`src/rtl/pipe_hazard_ctrl.sv`:
```
// Pipeline sequencer: per-stage enable/flush, PC enable/select, D-cache miss wait and halt drain.
// Optional STALL_CNT_EN macro builds a saturating stall-cycle counter on stall_cnt.
module pipe_hazard_ctrl #(
    parameter int REG_W        = 5,
    parameter int DRAIN_CYCLES = 2,
    parameter int CNT_W        = 32
) (
    input  logic             CLK,
    input  logic             RST,
    input  logic             ihit,
    input  logic             dhit,
    input  logic             mem_dREN,
    input  logic             mem_dWEN,
    input  logic             mem_halt,
    input  logic             mem_br_taken,
    input  logic             id_jmp,
    input  logic [REG_W-1:0] id_rs,
    input  logic [REG_W-1:0] id_rt,
    input  logic             id_uses_rt,
    input  logic             ex_memToReg,
    input  logic             ex_WEN,
    input  logic [REG_W-1:0] ex_wsel,
    output logic             pc_en,
    output logic [1:0]       pc_sel,
    output logic             en_ifid,
    output logic             en_idex,
    output logic             en_exmem,
    output logic             en_memwb,
    output logic             flush_ifid,
    output logic             flush_idex,
    output logic             flush_exmem,
    output logic             halt_out,
    output logic [CNT_W-1:0] stall_cnt
);

    localparam int DRAIN_W = (DRAIN_CYCLES > 1) ? $clog2(DRAIN_CYCLES) : 1;
    localparam logic [DRAIN_W-1:0] DRAIN_LAST = DRAIN_W'(DRAIN_CYCLES - 1);

    localparam logic [1:0] PC_SEQ    = 2'd0;
    localparam logic [1:0] PC_JUMP   = 2'd1;
    localparam logic [1:0] PC_BRANCH = 2'd2;

    typedef enum logic [1:0] {
        RUN    = 2'd0,
        DWAIT  = 2'd1,
        DRAIN  = 2'd2,
        HALTED = 2'd3
    } ctrlState_e;

    ctrlState_e         state;
    ctrlState_e         nextState;
    logic [DRAIN_W-1:0] drainCnt;
    logic [DRAIN_W-1:0] drainCntNext;

    logic dataMiss;
    logic loadUse;

    assign dataMiss = (mem_dREN | mem_dWEN) & ~dhit;

    // A load writing r0 never produces usable data, so it cannot cause a hazard.
    assign loadUse = ex_memToReg & ex_WEN & (ex_wsel != '0) &
                     ((ex_wsel == id_rs) | (id_uses_rt & (ex_wsel == id_rt)));

    always_comb begin
        nextState    = state;
        drainCntNext = drainCnt;
        pc_en        = 1'b0;
        pc_sel       = PC_SEQ;
        en_ifid      = 1'b0;
        en_idex      = 1'b0;
        en_exmem     = 1'b0;
        en_memwb     = 1'b0;
        flush_ifid   = 1'b0;
        flush_idex   = 1'b0;
        flush_exmem  = 1'b0;

        // Everything held low while reset is asserted, regardless of state.
        if (!RST) begin
            unique case (state)
                RUN: begin
                    en_ifid  = 1'b1;
                    en_idex  = 1'b1;
                    en_exmem = 1'b1;
                    en_memwb = 1'b1;
                    pc_en    = ihit;
                    if (dataMiss) begin
                        en_ifid   = 1'b0;
                        en_idex   = 1'b0;
                        en_exmem  = 1'b0;
                        en_memwb  = 1'b0;
                        pc_en     = 1'b0;
                        nextState = DWAIT;
                    end else if (mem_br_taken) begin
                        flush_ifid  = 1'b1;
                        flush_idex  = 1'b1;
                        flush_exmem = 1'b1;
                        pc_en       = 1'b1;
                        pc_sel      = PC_BRANCH;
                    end else if (mem_halt) begin
                        flush_ifid   = 1'b1;
                        flush_idex   = 1'b1;
                        flush_exmem  = 1'b1;
                        pc_en        = 1'b0;
                        nextState    = DRAIN;
                        drainCntNext = '0;
                    end else if (loadUse) begin
                        en_ifid    = 1'b0;
                        pc_en      = 1'b0;
                        flush_idex = 1'b1;
                    end else if (id_jmp) begin
                        flush_ifid = 1'b1;
                        pc_en      = 1'b1;
                        pc_sel     = PC_JUMP;
                    end else if (!ihit) begin
                        pc_en      = 1'b0;
                        flush_ifid = 1'b1;
                    end
                end

                DWAIT: begin
                    // The completing cycle advances like a plain RUN cycle; hazards are re-evaluated next cycle.
                    if (dhit) begin
                        en_ifid   = 1'b1;
                        en_idex   = 1'b1;
                        en_exmem  = 1'b1;
                        en_memwb  = 1'b1;
                        pc_en     = ihit;
                        nextState = RUN;
                    end
                end

                DRAIN: begin
                    en_ifid     = 1'b1;
                    en_idex     = 1'b1;
                    en_exmem    = 1'b1;
                    en_memwb    = 1'b1;
                    flush_ifid  = 1'b1;
                    flush_idex  = 1'b1;
                    flush_exmem = 1'b1;
                    if (drainCnt == DRAIN_LAST) begin
                        nextState    = HALTED;
                        drainCntNext = '0;
                    end else begin
                        drainCntNext = drainCnt + DRAIN_W'(1);
                    end
                end

                HALTED: begin
                    nextState = HALTED;
                end

                default: begin
                    nextState = RUN;
                end
            endcase
        end
    end

    always_ff @(posedge CLK or posedge RST) begin
        if (RST) begin
            state    <= RUN;
            drainCnt <= '0;
            halt_out <= 1'b0;
        end else begin
            state    <= nextState;
            drainCnt <= drainCntNext;
            halt_out <= (nextState == HALTED);
        end
    end

`ifdef STALL_CNT_EN
    logic [CNT_W-1:0] stallCnt;
    logic             countStall;

    assign countStall = ((state == RUN) | (state == DWAIT)) & ~pc_en;

    always_ff @(posedge CLK or posedge RST) begin
        if (RST) begin
            stallCnt <= '0;
        end else if (countStall && (stallCnt != '1)) begin
            stallCnt <= stallCnt + CNT_W'(1);
        end
    end

    assign stall_cnt = stallCnt;
`else
    assign stall_cnt = '0;
`endif

endmodule

```
`config.mk`:
```
export PLATFORM = sky130hd
export DESIGN_NAME = pipe_hazard_ctrl
export DESIGN_NICKNAME = d
export VERILOG_FILES = /design/src/rtl/pipe_hazard_ctrl.sv
export SDC_FILE = /design/constraint.sdc
export NUM_CORES = 1
export LEC_CHECK = 0
export CELL_PAD_IN_SITES_DETAIL_PLACEMENT = 0
export CELL_PAD_IN_SITES_GLOBAL_PLACEMENT = 1
export CORE_AREA = 2 2 57 73
export CTS_BUF_LIST = sky130_fd_sc_hd__clkbuf_16
export DETAILED_ROUTE_END_ITERATION = 7
export DIE_AREA = 0 0 59 75
export PLACE_DENSITY_LB_ADDON = 0.1
export SLEW_MARGIN = 30
export SYNTH_ARGS = -nofsm -noshare
export SYNTH_HDL_FRONTEND = slang
export SYNTH_SLANG_ARGS = --single-unit
```
`constraint.sdc`:
```
create_clock -name CLK -period 4.6 [get_ports CLK]
set_clock_uncertainty 0.2 [all_clocks]
set_input_delay 1.38 -clock CLK [delete_from_list [all_inputs] [get_ports CLK]]
set_output_delay 1.38 -clock CLK [all_outputs]
set_load 0.01 [all_outputs]
```
==> load_flow_metrics.sql, run 1 <==
INSERT INTO impl_metrics (metric_group, metric, value, unit) VALUES
('run_status', 'status', 'finished, final reports clean', ''),
('sta', 'hold_ws', '315', 'ps'),
('clock_tree', 'clk_pin_slew', '30', 'ps'),
('yosys', 'synth.yosys.warnings', '0', ''),
('drt', 'routed_via_density', '4.19', ''),
('placement', 'dpl.hpwl', '1990', 'um'),
('yosys', 'syn-instance-count', '104', ''),
('finish', 'most_common_cell_after_layout_fill_and_taps_aside', 'sky130_fd_sc_hd__conb_1', ''),
('clock_tree', 'clock_tree.htree_level_count', '1', ''),
('die', 'floorplan.io_pins', '70', ''),
('power_and_ir_drop', 'power_density', '347', 'nW/um2'),
('yosys', 'post_synth_num_cell_types', '36', ''),
('clock_tree', 'source_to_sink_clock_delay_at_the_later_pin_of_the_worst_skew_pair', '220', 'ps'),
('drt', 'drt_iter0_markers', '16', ''),
('clock_tree', 'clock-sinks', '4', ''),
('drt', 'detail_route.first_pass.iterations', '4', ''),
('die', 'die-area', '4430', 'um2'),
('clock_tree', 'number_of_buffers_on_the_longest_clock_path', '2', ''),
('worst_setup_path', 'required_worst_endpoint', '3020', 'ps'),
('yosys', 'ys_seq_elements', '4', ''),
('worst_setup_path', 'worst-r2r-setup-slack', '3050', 'ps'),
('global_route', 'grt_antenna_before_repair', '0', ''),
('finish', 'finish.cell_count_without_fillers', '194', ''),
('clock_tree', 'cts.root.buffer_cell', 'sky130_fd_sc_hd__clkbuf_16', ''),
('placement', 'port_buffers', '37', ''),
('power_and_ir_drop', 'vdd_ir_drop_max', '0.292', 'mV'),
('drt', 'via_count', '813', ''),
('drt', 'post-route-drc-count', '0', ''),
('global_route', 'largest_net_degree_at_the_start_of_global_routing', '15', ''),
('sta', 'layout_worst_path_cycle_share', '98.0', '%'),
('die', 'starting_density', '21.5', '%'),
('finish', 'area_growth_syn_to_layout', '59.4', '%'),
('global_route', 'overflow', '0', ''),
('finish', 'mostFrequentLayoutCells', 'sky130_fd_sc_hd__conb_1, sky130_fd_sc_hd__clkdlybuf4s50_1, sky130_fd_sc_hd__buf_4', ''),
('clock_tree', 'clock_buffer_count_from_cts', '3', ''),
('yosys', 'number_of_flops_mapped_to_enable_cells_by_yosys', '0', ''),
('yosys', 'post_synthesis_instance_area', '795', 'um2'),
('worst_setup_path', 'cp.arrival', '2930', 'ps'),
('die', 'floorplan.die.width', '59', 'um'),
('worst_setup_path', 'critPathCaptureType', 'primary output', ''),
('worst_setup_path', 'timing.critical_path.fanout_max', '5', ''),
('yosys', 'share_of_async_settable_or_async_resettable_flops_after_synthesis', '100', '%'),
('yosys', 'ys_dominant_reg_cell', 'sky130_fd_sc_hd__dfrtp_1', ''),
('die', 'floorplan.rows', '25', ''),
('global_route', 'via_count_of_the_first_global_routing_pass', '800', ''),
('run', 'drv.max_cap_violation_count', '0', ''),
('die', 'design.core.area', '3690', 'um2'),
('drt', 'ant_nets', '0', ''),
('clock_tree', 'holdBufCountCts', '0', ''),
('sta', 'timing.final.max_slew_violations', '0', ''),
('placement', 'finalWeightedCongestion', '0.693', ''),
('min_path', 'hold_path_class', 'reg2reg', ''),
('drt', 'wl', '2470', 'um'),
('finish', 'layout.nets', '183', ''),
('global_route', 'global_route.usage.total', '11.1', '%'),
('placement', 'place.detailed.instances', '190', ''),
('worst_setup_path', 'criticalPathCategory', 'in2out', ''),
('sta', 'max_freq', '222', 'MHz'),
('die', 'die_h', '75', 'um'),
('finish', 'final.fill_count', '420', ''),
('power_and_ir_drop', 'cellLeakagePower', '0.592', 'nW'),
('sta', 'finalSetupViolCount', '0', ''),
('sta', 'hold_viol', '0', ''),
('sta', 'rsz_0062_raised_after_global_routing', 'no', ''),
('sta', 'timing.final.crit_period', '4510', 'ps'),
('finish', 'proportion_of_layout_cells_with_a_drive_suffix_above_1', '21.4', '%'),
('finish', 'antennaDiodeCount', '0', ''),
('worst_setup_path', 'startpoint_type', 'input pin', ''),
('yosys', 'sequential_element_share_of_the_synthesized_area', '12.6', '%'),
('yosys', 'synth.avg_cell_area', '7.64', 'um2'),
('clock_tree', 'tritoncts', 'yes', ''),
('global_route', 'global_route_wire_length_before_repair', '3660', 'um'),
('drt', 'post_drt_wl_per_cell', '12.7', 'um');
## synth_stat cells (all sizes together), types with 2 or more instances
library cell   n  area [um2]
nand2          4        15.0
nand3          3        15.0
buf           36         272
o21a           2        15.0
o21ai          2        10.0
dfrtp          4         100
a21oi          3        15.0
nor2           9        33.8
a31oi          3        18.8
xnor2         10        87.6
inv            5        18.8
## worst max-delay path, cell delays in order
cell	delay, ps
sky130_fd_sc_hd__clkdlybuf4s50_1	480
sky130_fd_sc_hd__buf_4	170
sky130_fd_sc_hd__xnor2_1	110
sky130_fd_sc_hd__nand2_1	70
sky130_fd_sc_hd__o22ai_2	70
sky130_fd_sc_hd__buf_4	160
sky130_fd_sc_hd__buf_4	130
sky130_fd_sc_hd__a211oi_2	200
sky130_fd_sc_hd__buf_2	160
## power by group
group | leakage (nW) | internal [W] | switching [W]
Combinational | 0.511 | 0.000116 | 0.0000989
Sequential | 0.0440 | 0.0000526 | 0.0000378
Clock | 0.0370 | 0.000111 | 0.0000236
Total | 0.592 | 0.000279 | 0.000160
## per-stage QoR
step	setup WS (ps)	util, %	instance area [um2]	setup TNS (ps)	total power (W)
2_1_floorplan	512	-	911	0	0.000227
3_3_place_gp	-499	31.7	1170	-2480	0.000314
3_5_place_dp	-506	31.7	1170	-2510	0.000314
4_1_cts	79.5	34.1	1260	0	0.000443
5_1_grt	2.89	34.3	1270	0	0.000473
6_report	90.8	34.3	1270	0	0.000440
## routing by layer
layer  up-vias  GRT usage (%)  share of wire, %
li1        393              -                 -
met1       377           11.5                38
met2        41           21.6                56
met3         2           2.23               6.0
met4         0           3.79              0.32
met5         -              0                 0
## what timing repair did
action	CTS	global route
buffers inserted	1	0
endpoints found under the setup margin	10	4
pin swaps	3	0
gates resized for setup	31	1
## cells by family after synthesis
family | Yosys count | synth area share, %
other | 1 | 0.472
XOR/XNOR | 10 | 11.0
flip-flops | 4 | 12.6
AO/OA/AOI/OAI | 24 | 24.7
AND/OR/NAND/NOR | 23 | 14.2
buffers and inverters | 42 | 37.0
## area by class of cell
cell class	count	area, um2	share of cell area [%]
Clock buffer	3	75.1	5.93
Inverter	5	18.8	1.48
Multi-Input combinational cell	89	554	43.8
Sequential cell	4	100	7.91
Tap cell	40	50.0	3.95
Timing Repair Buffer	53	468	37.0
## worst paths after layout
path,startpoint,end,cells past startpoint
min in group asynchronous,RST,drainCnt$_DFFE_PP0P_,3
worst min-delay path,drainCnt$_DFFE_PP0P_,drainCnt$_DFFE_PP0P_,1
worst max register to register,state[0]$_DFF_PP0_,drainCnt$_DFFE_PP0P_,4
max in group asynchronous,RST,state[0]$_DFF_PP0_,3
worst max-delay path,ex_wsel[3],en_ifid,9
worst min register to register,drainCnt$_DFFE_PP0P_,drainCnt$_DFFE_PP0P_,1
## flip-flops by register name (all words and copies together), names as in the netlist
register and cells:
state 2, halt_out 1, drainCnt 1
No activity file was read; power rests on OpenSTA's default activity.
==> run 2, diff against run 1 <==
ABC_AREA = 1   (was default)
CAP_MARGIN = 20   (was default)
CORE_AREA = 2 2 60 76   (was 2 2 57 73)
DIE_AREA = 0 0 62 78   (was 0 0 59 75)
SLEW_MARGIN = default   (was 30)
==> run 2 against run 1 <==
Effect of this change:
- die area increased by 9.3%
- sequential share of layout area about the same
- total power decreased by 45%
- critical path depth decreased by 3
- clock power about the same
- critical path type unchanged
==> load_flow_metrics.sql, run 2 <==
INSERT INTO impl_metrics (metric_group, metric, value, unit) VALUES
('worst_setup_path', 'crit_path_top_delay_cell', 'sky130_fd_sc_hd__clkdlybuf4s50_1', ''),
('clock_tree', 'clock_tree.htree_level_count', '1', ''),
('run', 'drv.max_cap_violation_count', '0', ''),
('finish', 'mostFrequentLayoutCells', 'sky130_fd_sc_hd__nand2_1, sky130_fd_sc_hd__conb_1, sky130_fd_sc_hd__clkdlybuf4s50_1', ''),
('global_route', 'via_count_of_the_first_global_routing_pass', '861', ''),
('worst_setup_path', 'critPathCaptureType', 'primary output', ''),
('power_and_ir_drop', 'cellLeakagePower', '0.741', 'nW'),
('min_path', 'hold_path_class', 'reg2reg', ''),
('placement', 'finalWeightedCongestion', '0.726', ''),
('finish', 'most_common_cell_after_layout_fill_and_taps_aside', 'sky130_fd_sc_hd__nand2_1', ''),
('finish', 'regMostFlops', 'state', ''),
('worst_setup_path', 'setup.worst_path.start', 'dhit', ''),
('placement', 'port_buffers', '37', ''),
('die', 'floorplan.rows', '26', ''),
('yosys', 'synth.area.top_cells', 'sky130_fd_sc_hd__buf_4, sky130_fd_sc_hd__nand2_1, sky130_fd_sc_hd__dfrtp_1', ''),
('drt', 'ant_nets', '0', ''),
('worst_setup_path', 'cp.arrival', '2930', 'ps'),
('worst_setup_path', 'critical_path.cell_chain', 'clkdlybuf4s50_1 > inv_1 > o21ai_2 > nand2_1 > a21oi_2 > clkdlybuf4s50_1', ''),
('power_and_ir_drop', 'p_sw', '0.0000604', 'W'),
('global_route', 'largest_net_degree_at_the_start_of_global_routing', '7', ''),
('die', 'floorplan.die.width', '62', 'um'),
('placement', 'dpl.hpwl', '2020', 'um'),
('clock_tree', 'source_to_sink_clock_delay_at_the_later_pin_of_the_worst_skew_pair', '220', 'ps'),
('clock_tree', 'cts.root.buffer_cell', 'sky130_fd_sc_hd__clkbuf_16', ''),
('finish', 'layout.nets', '221', ''),
('worst_setup_path', 'required_worst_endpoint', '3020', 'ps'),
('power_and_ir_drop', 'power_density', '189', 'nW/um2'),
('finish', 'area_growth_syn_to_layout', '52.5', '%'),
('sta', 'final.setup.worst_slack', '93.1', 'ps'),
('worst_setup_path', 'worst-r2r-setup-slack', '3270', 'ps'),
('yosys', 'synth.avg_cell_area', '5.66', 'um2'),
('drt', 'via_count', '891', ''),
('clock_tree', 'clk_pin_slew', '30', 'ps'),
('yosys', 'synth_top_area_share', '30.7', '%'),
('yosys', 'post_synthesis_instance_area', '832', 'um2'),
('yosys', 'synth.yosys.warnings', '0', ''),
('power_and_ir_drop', 'vdd_ir_drop_max', '0.0744', 'mV'),
('finish', 'largest_register_ffs', '2', ''),
('yosys', 'synth.largest_area_cell', 'sky130_fd_sc_hd__buf_4', ''),
('drt', 'post_drt_wl_per_cell', '9.08', 'um'),
('die', 'die_h', '78', 'um'),
('drt', 'drt_iter0_markers', '31', ''),
('yosys', 'syn-instance-count', '147', ''),
('drt', 'detail_route.first_pass.iterations', '4', ''),
('min_path', 'hold_start', 'drainCnt$_DFFE_PP0P_', ''),
('yosys', 'share_of_async_settable_or_async_resettable_flops_after_synthesis', '100', '%'),
('global_route', 'overflow', '0', ''),
('worst_setup_path', 'timing.critical_path.fanout_max', '4', ''),
('finish', 'post_route_utilization', '31.2', '%'),
('placement', 'place_worst_setup_slack', '-211', 'ps'),
('yosys', 'ys_dominant_reg_cell', 'sky130_fd_sc_hd__dfrtp_1', ''),
('sta', 'hold_viol', '0', ''),
('clock_tree', 'clock_buffer_count_from_cts', '3', ''),
('worst_setup_path', 'max_stage_delay', '560', 'ps'),
('drt', 'routed_via_density', '3.59', ''),
('worst_setup_path', 'timing.rr.start', 'state[1]$_DFF_PP0_', ''),
('run_status', 'status', 'finished, final reports clean', ''),
('clock_tree', 'number_of_buffers_on_the_longest_clock_path', '2', ''),
('worst_setup_path', 'criticalPathCategory', 'in2out', ''),
('global_route', 'global_route.usage.total', '9.10', '%'),
('yosys', 'ys_seq_elements', '4', ''),
('global_route', 'grt_antenna_before_repair', '0', ''),
('drt', 'post-route-drc-count', '0', ''),
('yosys', 'post_synth_num_cell_types', '21', ''),
('worst_setup_path', 'critical_path.most_common_cell', 'sky130_fd_sc_hd__clkdlybuf4s50_1', ''),
('finish', 'reg_top3', 'state (2), drainCnt (1), halt_out (1)', ''),
('yosys', 'post-synth-top-count-cell', 'sky130_fd_sc_hd__nand2_1', ''),
('worst_setup_path', 'startpoint_type', 'input pin', ''),
('power_and_ir_drop', 'power.share.sequential', '15.7', '%'),
('sta', 'max_freq', '222', 'MHz'),
('power_and_ir_drop', 'power.combinational.fraction', '28.4', '%'),
('sta', 'hold_ws', '358', 'ps'),
('die', 'design.core.area', '4070', 'um2'),
('clock_tree', 'clock-sinks', '4', ''),
('worst_setup_path', 'reg2reg_depth', '6', ''),
('finish', 'proportion_of_layout_cells_with_a_drive_suffix_above_1', '13.5', '%'),
('sta', 'timing.final.max_slew_violations', '0', ''),
('sta', 'layout_worst_path_cycle_share', '98.0', '%'),
('yosys', 'sequential_element_share_of_the_synthesized_area', '12.0', '%'),
('sta', 'timing.final.crit_period', '4510', 'ps'),
('yosys', 'post_synth_most_frequent_cells', 'sky130_fd_sc_hd__nand2_1, sky130_fd_sc_hd__buf_4, sky130_fd_sc_hd__inv_1', ''),
('sta', 'rsz_0062_raised_after_global_routing', 'no', ''),
('die', 'die-area', '4840', 'um2'),
('die', 'floorplan.io_pins', '70', ''),
('power_and_ir_drop', 'power_report.internal_total', '0.000180', 'W'),
('die', 'starting_density', '20.5', '%'),
('clock_tree', 'holdBufCountCts', '0', ''),
('yosys', 'number_of_flops_mapped_to_enable_cells_by_yosys', '0', ''),
('min_path', 'worst_hold_path.num_cells', '3', ''),
('global_route', 'global_route_wire_length_before_repair', '3310', 'um'),
('finish', 'antennaDiodeCount', '0', ''),
('clock_tree', 'tritoncts', 'yes', ''),
('drt', 'wl', '2250', 'um'),
('power_and_ir_drop', 'sw_frac_of_total', '25.1', '%'),
('sta', 'finalSetupViolCount', '0', ''),
('power_and_ir_drop', 'power_frac_clock', '55.9', '%');
run 2: cell types whose count changed in the layout (fill, tap and decap cells not counted), sizes merged, moves of 3 or more:
cell / before / now
nand3: 3 / 7
o21ai: 2 / 5
nand2: 4 / 42
inv: 5 / 27
nor2: 9 / 16
buf: 19 / 8
xnor2: 10 / 1
run 2: routing by layer:
layer / vias to the layer above / GRT usage (%) / wire length, um
li1: 467 / - / -
met5: - / 0 / 0
met4: 0 / 5.53 / 57
met2: 40 / 17.1 / 1260
met3: 6 / 2.50 / 186
met1: 378 / 7.78 / 749
run 2: power by group through the flow:
stage               registers, W  clock network [W]   logic, W
floorplan              0.0000381                  0  0.0000523
global placement       0.0000383                  0  0.0000688
detailed placement     0.0000382                  0  0.0000687
CTS                    0.0000378           0.000137  0.0000683
global route           0.0000383           0.000140  0.0000766
finish                 0.0000378           0.000134  0.0000682
run 2: cell type report:
cell class | count | area, um2
Fill cell | 496 | 2800
Inverter | 27 | 101
Clock buffer | 3 | 75.1
Sequential cell | 4 | 100
Timing Repair Buffer | 45 | 424
Multi-Input combinational cell | 113 | 498
Tap cell | 56 | 70.1
run 2: worst paths after layout:
| path | end |
|---|---|
| worst max register to register | drainCnt$_DFFE_PP0P_ |
| max in group asynchronous | halt_out$_DFF_PP0_ |
| worst min register to register | drainCnt$_DFFE_PP0P_ |
| min in group asynchronous | state[1]$_DFF_PP0_ |
| worst max-delay path | en_memwb |
| worst min-delay path | drainCnt$_DFFE_PP0P_ |
run 2: kinds of logic after synthesis:
family                    count (synthesis)  share of synthesized area, %
DFF                                       4                          12.0
xor gates and xnor gates                  1                          1.05
buffers and inverters                    61                          42.9
other                                     1                         0.451
AOI/OAI and AO/OA                        12                          9.02
and+or+nand+nor                          68                          34.6
run 2: worst max-delay path, delay by kind of cell:
| kind | cells | cell delay [ps] |
|---|---|---|
| and+or+nand+nor | 1 | 140 |
| buffers and inverters | 3 | 1130 |
| AOI/OAI and AO/OA | 2 | 270 |
run 2: through the flow:
step / cell area [um2] / power, W / cells / TNS [ps]
after floorplan: 948 / 0.0000905 / 178 / 0
final: 1270 / 0.000240 / 248 / 0
after global routing: 1270 / 0.000255 / 248 / 0
after detailed placement: 1190 / 0.000107 / 245 / -1010
after CTS: 1260 / 0.000243 / 248 / 0
after global placement: 1190 / 0.000107 / 245 / -1050
run 2: what timing repair did:
action,4_1_cts,5_1_grt
buffers inserted,0,0
pin swaps,0,1
endpoints found under the hold margin,0,0
endpoints found under the setup margin,7,6
gates resized for setup,10,4
